File: src/rtl/ptp_arb_pkg.sv
// Shared types and constants for the PTP / TSN transmit arbiter.
package ptp_arb_pkg;
  localparam int DATA_W    = 134;
  localparam int PKT_CNT_W = 32;
  localparam int TO_CNT_W  = 16;

  localparam logic [1:0] HDR_HEAD = 2'b01;
  localparam logic [1:0] HDR_MID  = 2'b11;
  localparam logic [1:0] HDR_TAIL = 2'b10;

  typedef enum logic [1:0] {
    ST_IDLE,
    ST_GNT_PTP,
    ST_GNT_DAT,
    ST_END
  } arb_state_t;
endpackage

File: src/rtl/ptp_tx_arbiter_if.sv
// Packet bus bundle: PTP source, TSN data source and MAC TX side of the arbiter.
interface ptp_tx_arbiter_if;
  import ptp_arb_pkg::*;

  logic              ptp_req;
  logic              ptp_data_wr;
  logic [DATA_W-1:0] ptp_data;
  logic              ptp_valid_wr;
  logic              ptp_valid;
  logic              ptp_ready;

  logic              dat_req;
  logic              dat_data_wr;
  logic [DATA_W-1:0] dat_data;
  logic              dat_valid_wr;
  logic              dat_valid;
  logic              dat_ready;

  logic              out_data_wr;
  logic [DATA_W-1:0] out_data;
  logic              out_valid_wr;
  logic              out_valid;
  logic              out_ready;

  modport master (
    output ptp_req, ptp_data_wr, ptp_data, ptp_valid_wr, ptp_valid,
    output dat_req, dat_data_wr, dat_data, dat_valid_wr, dat_valid,
    output out_ready,
    input  ptp_ready, dat_ready,
    input  out_data_wr, out_data, out_valid_wr, out_valid
  );

  modport slave (
    input  ptp_req, ptp_data_wr, ptp_data, ptp_valid_wr, ptp_valid,
    input  dat_req, dat_data_wr, dat_data, dat_valid_wr, dat_valid,
    input  out_ready,
    output ptp_ready, dat_ready,
    output out_data_wr, out_data, out_valid_wr, out_valid
  );
endinterface

File: src/rtl/ptp_arb_out_reg.sv
// Registered MAC-side output stage; a descriptor arriving together with a data
// word is held one cycle so the word always reaches the MAC first.
module ptp_arb_out_reg
  import ptp_arb_pkg::*;
(
  input  logic              clk,
  input  logic              rst,
  input  logic              src_data_wr,
  input  logic [DATA_W-1:0] src_data,
  input  logic              src_valid_wr,
  input  logic              src_valid,
  output logic              mac_data_wr,
  output logic [DATA_W-1:0] mac_data,
  output logic              mac_valid_wr,
  output logic              mac_valid
);
  logic skid_vld_p1;
  logic skid_valid_p1;

  // stage p1: one-cycle output register plus descriptor skid
  always_ff @(posedge clk) begin
    if (rst) begin
      mac_data_wr  <= 1'b0;
      mac_data     <= '0;
      mac_valid_wr <= 1'b0;
      mac_valid    <= 1'b0;
      skid_vld_p1  <= 1'b0;
    end else begin
      mac_data_wr <= src_data_wr;
      if (src_data_wr) mac_data <= src_data;
      if (skid_vld_p1) begin
        mac_valid_wr <= 1'b1;
        mac_valid    <= skid_valid_p1;
        skid_vld_p1  <= 1'b0;
      end else if (src_valid_wr && src_data_wr) begin
        mac_valid_wr <= 1'b0;
        skid_vld_p1  <= 1'b1;
      end else begin
        mac_valid_wr <= src_valid_wr;
        if (src_valid_wr) mac_valid <= src_valid;
      end
    end
  end

  always_ff @(posedge clk) begin
    if (src_valid_wr && src_data_wr) skid_valid_p1 <= src_valid;
  end
endmodule

File: src/rtl/ptp_tx_arbiter.sv
// Strict-priority PTP / TSN packet arbiter in front of the MAC TX path.
// Optional starvation guard for the data source: PTP_ARB_STARVE_GUARD_EN.
module ptp_tx_arbiter
  import ptp_arb_pkg::*;
#(
  parameter int GRANT_TIMEOUT = 256
`ifdef PTP_ARB_STARVE_GUARD_EN
  ,
  parameter int MAX_PTP_BURST = 4
`endif
) (
  input  logic                 clk,
  input  logic                 reset,
  ptp_tx_arbiter_if.slave      bus,
  output logic [PKT_CNT_W-1:0] ptp_pkt_cnt,
  output logic [PKT_CNT_W-1:0] dat_pkt_cnt,
  output logic [TO_CNT_W-1:0]  timeout_cnt,
  output logic                 busy
);
  localparam int TMR_W = $clog2(GRANT_TIMEOUT + 1);

  arb_state_t        state;
  logic [TMR_W-1:0]  tmr;
  logic              seen_wr;
  logic              sel_data_wr;
  logic [DATA_W-1:0] sel_data;
  logic              sel_valid_wr;
  logic              sel_valid;
  logic              guard_hold;
  logic              pick_ptp;
  logic              pick_dat;
  logic              timeout_hit;

  function automatic logic [TO_CNT_W-1:0] sat_inc(input logic [TO_CNT_W-1:0] v);
    return (v == '1) ? v : v + 1'b1;
  endfunction

  // only the granted source reaches the output stage
  always_comb begin
    sel_data_wr  = 1'b0;
    sel_data     = '0;
    sel_valid_wr = 1'b0;
    sel_valid    = 1'b0;
    if (state == ST_GNT_PTP) begin
      sel_data_wr  = bus.ptp_data_wr;
      sel_data     = bus.ptp_data;
      sel_valid_wr = bus.ptp_valid_wr;
      sel_valid    = bus.ptp_valid;
    end else if (state == ST_GNT_DAT) begin
      sel_data_wr  = bus.dat_data_wr;
      sel_data     = bus.dat_data;
      sel_valid_wr = bus.dat_valid_wr;
      sel_valid    = bus.dat_valid;
    end
  end

`ifdef PTP_ARB_STARVE_GUARD_EN
  localparam int BURST_W = $clog2(MAX_PTP_BURST + 1);
  logic [BURST_W-1:0] burst;

  assign guard_hold = bus.dat_req && (burst >= BURST_W'(MAX_PTP_BURST));

  always_ff @(posedge clk) begin
    if (reset) begin
      burst <= '0;
    end else if (state == ST_IDLE && bus.out_ready) begin
      if (pick_dat) burst <= '0;
      else if (pick_ptp && bus.dat_req) burst <= burst + 1'b1;
    end
  end
`else
  assign guard_hold = 1'b0;
`endif

  assign pick_ptp    = bus.ptp_req && !guard_hold;
  assign pick_dat    = bus.dat_req && !pick_ptp;
  assign timeout_hit = !seen_wr && !sel_data_wr && !sel_valid_wr &&
                       (tmr == TMR_W'(GRANT_TIMEOUT - 1));

  always_ff @(posedge clk) begin
    if (reset) begin
      state       <= ST_IDLE;
      tmr         <= '0;
      seen_wr     <= 1'b0;
      ptp_pkt_cnt <= '0;
      dat_pkt_cnt <= '0;
      timeout_cnt <= '0;
    end else begin
      case (state)
        ST_IDLE: begin
          tmr     <= '0;
          seen_wr <= 1'b0;
          if (bus.out_ready && pick_ptp) state <= ST_GNT_PTP;
          else if (bus.out_ready && pick_dat) state <= ST_GNT_DAT;
        end
        ST_GNT_PTP, ST_GNT_DAT: begin
          if (sel_valid_wr) begin
            state <= ST_END;
            if (state == ST_GNT_PTP) ptp_pkt_cnt <= ptp_pkt_cnt + 1'b1;
            else dat_pkt_cnt <= dat_pkt_cnt + 1'b1;
          end else if (timeout_hit) begin
            state       <= ST_END;
            timeout_cnt <= sat_inc(timeout_cnt);
          end else if (sel_data_wr) begin
            seen_wr <= 1'b1;
          end else if (!seen_wr) begin
            tmr <= tmr + 1'b1;
          end
        end
        default: state <= ST_IDLE;
      endcase
    end
  end

  // the descriptor strobe releases the grant in the same cycle
  assign bus.ptp_ready = (state == ST_GNT_PTP) && !bus.ptp_valid_wr;
  assign bus.dat_ready = (state == ST_GNT_DAT) && !bus.dat_valid_wr;
  assign busy          = (state != ST_IDLE);

  ptp_arb_out_reg u_out_reg (
    .clk          (clk),
    .rst          (reset),
    .src_data_wr  (sel_data_wr),
    .src_data     (sel_data),
    .src_valid_wr (sel_valid_wr),
    .src_valid    (sel_valid),
    .mac_data_wr  (bus.out_data_wr),
    .mac_data     (bus.out_data),
    .mac_valid_wr (bus.out_valid_wr),
    .mac_valid    (bus.out_valid)
  );
endmodule
File: src/flat_wrapper.sv
// flat-port wrapper written by rule: the top's interface ports become plain ports
module ptp_tx_arbiter_flat import ptp_arb_pkg::*;
#(
  parameter int GRANT_TIMEOUT = 256

)
  (clk, reset, ptp_pkt_cnt, dat_pkt_cnt, timeout_cnt, busy, bus_ptp_req, bus_ptp_data_wr, bus_ptp_data, bus_ptp_valid_wr, bus_ptp_valid, bus_dat_req, bus_dat_data_wr, bus_dat_data, bus_dat_valid_wr, bus_dat_valid, bus_out_ready, bus_ptp_ready, bus_dat_ready, bus_out_data_wr, bus_out_data, bus_out_valid_wr, bus_out_valid);
  ptp_tx_arbiter_if bus_i ();
  input  logic clk;
  input  logic reset;
  output logic [PKT_CNT_W-1:0] ptp_pkt_cnt;
  output logic [PKT_CNT_W-1:0] dat_pkt_cnt;
  output logic [TO_CNT_W-1:0] timeout_cnt;
  output logic busy;
  input wire logic [$bits(bus_i.ptp_req)-1:0] bus_ptp_req;
  input wire logic [$bits(bus_i.ptp_data_wr)-1:0] bus_ptp_data_wr;
  input wire logic [$bits(bus_i.ptp_data)-1:0] bus_ptp_data;
  input wire logic [$bits(bus_i.ptp_valid_wr)-1:0] bus_ptp_valid_wr;
  input wire logic [$bits(bus_i.ptp_valid)-1:0] bus_ptp_valid;
  input wire logic [$bits(bus_i.dat_req)-1:0] bus_dat_req;
  input wire logic [$bits(bus_i.dat_data_wr)-1:0] bus_dat_data_wr;
  input wire logic [$bits(bus_i.dat_data)-1:0] bus_dat_data;
  input wire logic [$bits(bus_i.dat_valid_wr)-1:0] bus_dat_valid_wr;
  input wire logic [$bits(bus_i.dat_valid)-1:0] bus_dat_valid;
  input wire logic [$bits(bus_i.out_ready)-1:0] bus_out_ready;
  output wire logic [$bits(bus_i.ptp_ready)-1:0] bus_ptp_ready;
  output wire logic [$bits(bus_i.dat_ready)-1:0] bus_dat_ready;
  output wire logic [$bits(bus_i.out_data_wr)-1:0] bus_out_data_wr;
  output wire logic [$bits(bus_i.out_data)-1:0] bus_out_data;
  output wire logic [$bits(bus_i.out_valid_wr)-1:0] bus_out_valid_wr;
  output wire logic [$bits(bus_i.out_valid)-1:0] bus_out_valid;
  assign bus_i.ptp_req = bus_ptp_req;
  assign bus_i.ptp_data_wr = bus_ptp_data_wr;
  assign bus_i.ptp_data = bus_ptp_data;
  assign bus_i.ptp_valid_wr = bus_ptp_valid_wr;
  assign bus_i.ptp_valid = bus_ptp_valid;
  assign bus_i.dat_req = bus_dat_req;
  assign bus_i.dat_data_wr = bus_dat_data_wr;
  assign bus_i.dat_data = bus_dat_data;
  assign bus_i.dat_valid_wr = bus_dat_valid_wr;
  assign bus_i.dat_valid = bus_dat_valid;
  assign bus_i.out_ready = bus_out_ready;
  assign bus_ptp_ready = bus_i.ptp_ready;
  assign bus_dat_ready = bus_i.dat_ready;
  assign bus_out_data_wr = bus_i.out_data_wr;
  assign bus_out_data = bus_i.out_data;
  assign bus_out_valid_wr = bus_i.out_valid_wr;
  assign bus_out_valid = bus_i.out_valid;
  ptp_tx_arbiter #(.GRANT_TIMEOUT(GRANT_TIMEOUT)) u_core (.clk(clk), .reset(reset), .bus(bus_i), .ptp_pkt_cnt(ptp_pkt_cnt), .dat_pkt_cnt(dat_pkt_cnt), .timeout_cnt(timeout_cnt), .busy(busy));
endmodule
File: config.mk
export PLATFORM = sky130hd
export DESIGN_NAME = ptp_tx_arbiter_flat
export DESIGN_NICKNAME = d
export VERILOG_FILES = /design/src/rtl/ptp_arb_pkg.sv /design/src/rtl/ptp_tx_arbiter_if.sv /design/src/rtl/ptp_arb_out_reg.sv /design/src/rtl/ptp_tx_arbiter.sv /design/src/flat_wrapper.sv
export SDC_FILE = /design/constraint.sdc
export NUM_CORES = 1
export LEC_CHECK = 0
export ABC_CLOCK_PERIOD_IN_PS = 2400
export CAP_MARGIN = 0
export CORE_AREA = 2 2 194 196
export CTS_CLUSTER_SIZE = 28
export DETAILED_ROUTE_END_ITERATION = 7
export DIE_AREA = 0 0 196 198
export PLACE_DENSITY = 0.6
export SLEW_MARGIN = 25
export SYNTH_ARGS = -nofsm -noshare
export SYNTH_HDL_FRONTEND = slang
export SYNTH_SLANG_ARGS = --single-unit
File: constraint.sdc
create_clock -name clk -period 2.4 [get_ports clk]
set_input_delay 0.6 -clock clk [delete_from_list [all_inputs] [get_ports clk]]
set_output_delay 0.6 -clock clk [all_outputs]
set_load 0.02 [all_outputs]
==> qor.yml <==
run_status:
  outcome: "finished clean"
finish:
  n_fill_cell: 3596
  drive_gt1_share_pct: 8.742
  syn2layout_area_growth_pct: 69.09
  seqCellArea_sq_mm: 0.004642
  nNetsFinal: 1962
  multi_input_area_sq_mm: 0.005042
floorplan:
  fp.dieW_microns: 196
  io_pins: 499
  fp.coreArea_sq_mm: 0.03696
  dieHeight_microns: 198
  rows: 71
  die_area_sq_mm: 0.03881
  initial_core_util_pct: 27.14
cts:
  worstSkewPairLatency_ns: 0.54
  cts_buffer_depth: 3
  root_buffer: "clkbuf_16"
  cts_hold_buf: 0
  cts-htree-levels: 1
  cts_buffers: 28
  clock_sinks: 231
  clkTransAtPathRegs_ns: 0.06
  tritoncts: "built"
global_routing:
  antenna_found_initial: 3
  grt-ovfl-total: 0
  grt_max_degree: 87
  grt_pass1_vias: 10260
  grt_pass1_wl_mm: 58.72
  grt_usage_pct: 19.09
setup_path:
  cp_slowest_cell: "clkdlybuf4s50_1"
  worst_ep_arrival_time_ns: 1.75
  cp_data_required_time_ns: 1.80
  cpPeakStageDelay_ns: 0.46
  worstSetupStartpointType: "primary input"
  path_cells: "clkdlybuf4s50_1 -> buf_4 -> nor2b_2 -> clkdlybuf4s15_1"
  end_kind: "output port"
  worstSetupPathType: "in2out"
  path_max_fanout: 5
logic_synthesis:
  synth.distinct_cells: 52
  synth_ff_type: "dfxtp_1"
  yosysSeqAreaShare_pct: 46.20
  synth-edff-count: 1
  async_reset_ff_share_pct: 0
  yosysWarnings: 0
  syn_area_sq_mm: 0.01003
  syn_avg_cell_area_sq_um: 8.551
  syn-num-nets: 1462
  ys_ff_latch: 231
  netlist_instances: 1173
sta:
  setup_viol: 0
  fin_skew_ns: 0.01097
  slew_viol_final: 0
  fin_crit_sh_pct: 97.71
  worst_pin_slew_ns: 0.7152
  setup_ws_ns: 0.05497
  rsz0062_at_grt: "yes"
  hold_viol: 0
  relSlewSlack_pct: 52.32
  finalCriticalPeriod_ns: 2.345
  hold_slack_ns: 0.4229
  fmaxAchievable_mhz: 426.4
detailed_routing:
  postRouteAntennaNets: 0
  avgRoutedWirePerCell_microns: 18.42
  finalWirelength_mm: 39.98
  viasPerCell: 5.042
  firstDrtPassIters: 4
  drt_iter0_drc: 490
  vias: 10940
  drcViolationCount: 0
placement:
  place_ws_ns: -0.4585
  hpwl_mm: 29.38
  gp_congestion: 0.7943
  io_buffers: 498
min_path:
  hold_class: "in2reg"
power:
  power.leakage_uw: 0.005811
  power_uw: 17360
  p_per_area_mw_per_mm2: 1024
  ir_drop_mv: 0.7727
job:
  cap_violations: 0
[timing repair]
action / 4_1_cts / 5_1_grt
pin swaps: 5 / 2
gates resized for setup: 18 / 9
endpoints found under the setup margin: 9 / 8
buffers inserted: 2 / 1
[report_power, final]
part	internal [uW]	total, uW	switching, uW	leakage [uW]
registers	4730	5210	477	0.00188
clock network	2740	4420	1680	0.000479
logic	3450	7740	4290	0.00345
[routing by layer]
metal	global-route usage [%]	wire length [microns]	vias up
li1	-	-	5347
met2	32.20	19400	412
met4	5.163	896	0
met5	0	0	-
met3	5.519	3373	50
met1	23.79	16300	5133
[registers in the layout, summed over array words and instances, names as in the netlist, 2 cells and up]
signal	count
u_core.dat_pkt_cnt	32
u_core.ptp_pkt_cnt	32
u_core.state	2
u_core.timeout_cnt	16
u_core.tmr	9
u_core.u_out_reg.mac_data	134
[cell families after synthesis]
kind of cell	synth area share, %
and+or+nand+nor	26.14
DFF	46.20
AOI/OAI and AO/OA	16.37
buffers and inverters	4.341
xor gates and xnor gates	5.064
adders and majority gates	1.247
muxes	0.6361
[metrics by stage]
stage / TNS [ns] / util [%] / cells / cell area [sq um]
after floorplan: 0 / - / 1173 / 10030
after global placement: -7.296 / 43.06 / 2114 / 15910
after detailed placement: -8.480 / 43.06 / 2114 / 15910
after CTS: 0 / 45.81 / 2166 / 16930
after global routing: -0.01980 / 45.90 / 2170 / 16960
final: 0 / 45.90 / 2170 / 16960
[critical path, delay by kind of cell]
family / cells / cell delay [ns]
buffers and inverters: 3 / 0.98
and+or+nand+nor: 1 / 0.17
[synth_stat cells (4+ instances only)]
master	instances	area [sq um]
inv_1	15	56.30
nor2b_1	4	25.02
xor2_1	15	131.4
and2_1	4	25.02
a21oi_1	30	150.1
nor4_1	19	118.9
nand3_1	31	155.2
xnor2_1	43	376.6
nor3_1	153	765.7
nand2_1	34	127.6
or3_1	23	143.9
ha_1	10	125.1
buf_1	5	18.77
a22oi_1	4	30.03
dfxtp_1	230	4604
nor2_1	212	795.8
o21ai_0	25	125.1
buf_2	9	45.04
or4_1	5	37.54
and4_1	11	96.34
and3_1	8	50.05
nand4_1	26	162.7
clkbuf_1	82	307.8
a221oi_1	134	1174
[cell type report]
type / instances / area share, %
antenna: 3 / 0.04426
clock buffer: 41 / 4.965
inverter: 15 / 0.3320
multi-input combinational: 830 / 29.73
tap: 474 / 3.497
sequential: 231 / 27.37
clock inverter: 9 / 0.7524
timing repair buffer: 567 / 33.31
[cell usage in the layout (no fill, tap or decap), drive strengths merged, types with 2 or more instances in the layout]
cell and instances:
a21oi 30, a221oi 134, a22o 2, a22oi 4, and2 4, and3 8, and4 11, buf 71
bufinv 3, clkbuf 41, clkdlybuf4s15 2, clkdlybuf4s50 494, clkinv 5, dfxtp 230, diode 3, ha 10
inv 16, mux2 3, mux2i 3, nand2 34, nand3 31, nand4 28, nor2 212, nor2b 4
nor3 153, nor3b 3, nor4 20, o211ai 2, o21ai 25, o31ai 3, or2 3, or3 23
or4 5, xnor2 43, xor2 15
[final timing paths]
| kind | startpoint | to | cells past startpoint | slack, ns |
|---|---|---|---|---|
| worst max-delay path | bus_ptp_valid_wr | bus_ptp_ready | 4 | 0.05 |
| worst max register to register | u_core.tmr[4] | u_core.timeout_cnt[13] | 9 | 0.11 |
| worst min register to register | u_core.u_out_reg.skid_vld_p1 | u_core.u_out_reg.skid_vld_p1 | 1 | 0.47 |
| worst min-delay path | reset | u_core.timeout_cnt[3] | 2 | 0.42 |
Power figures use the tool's default switching activity.
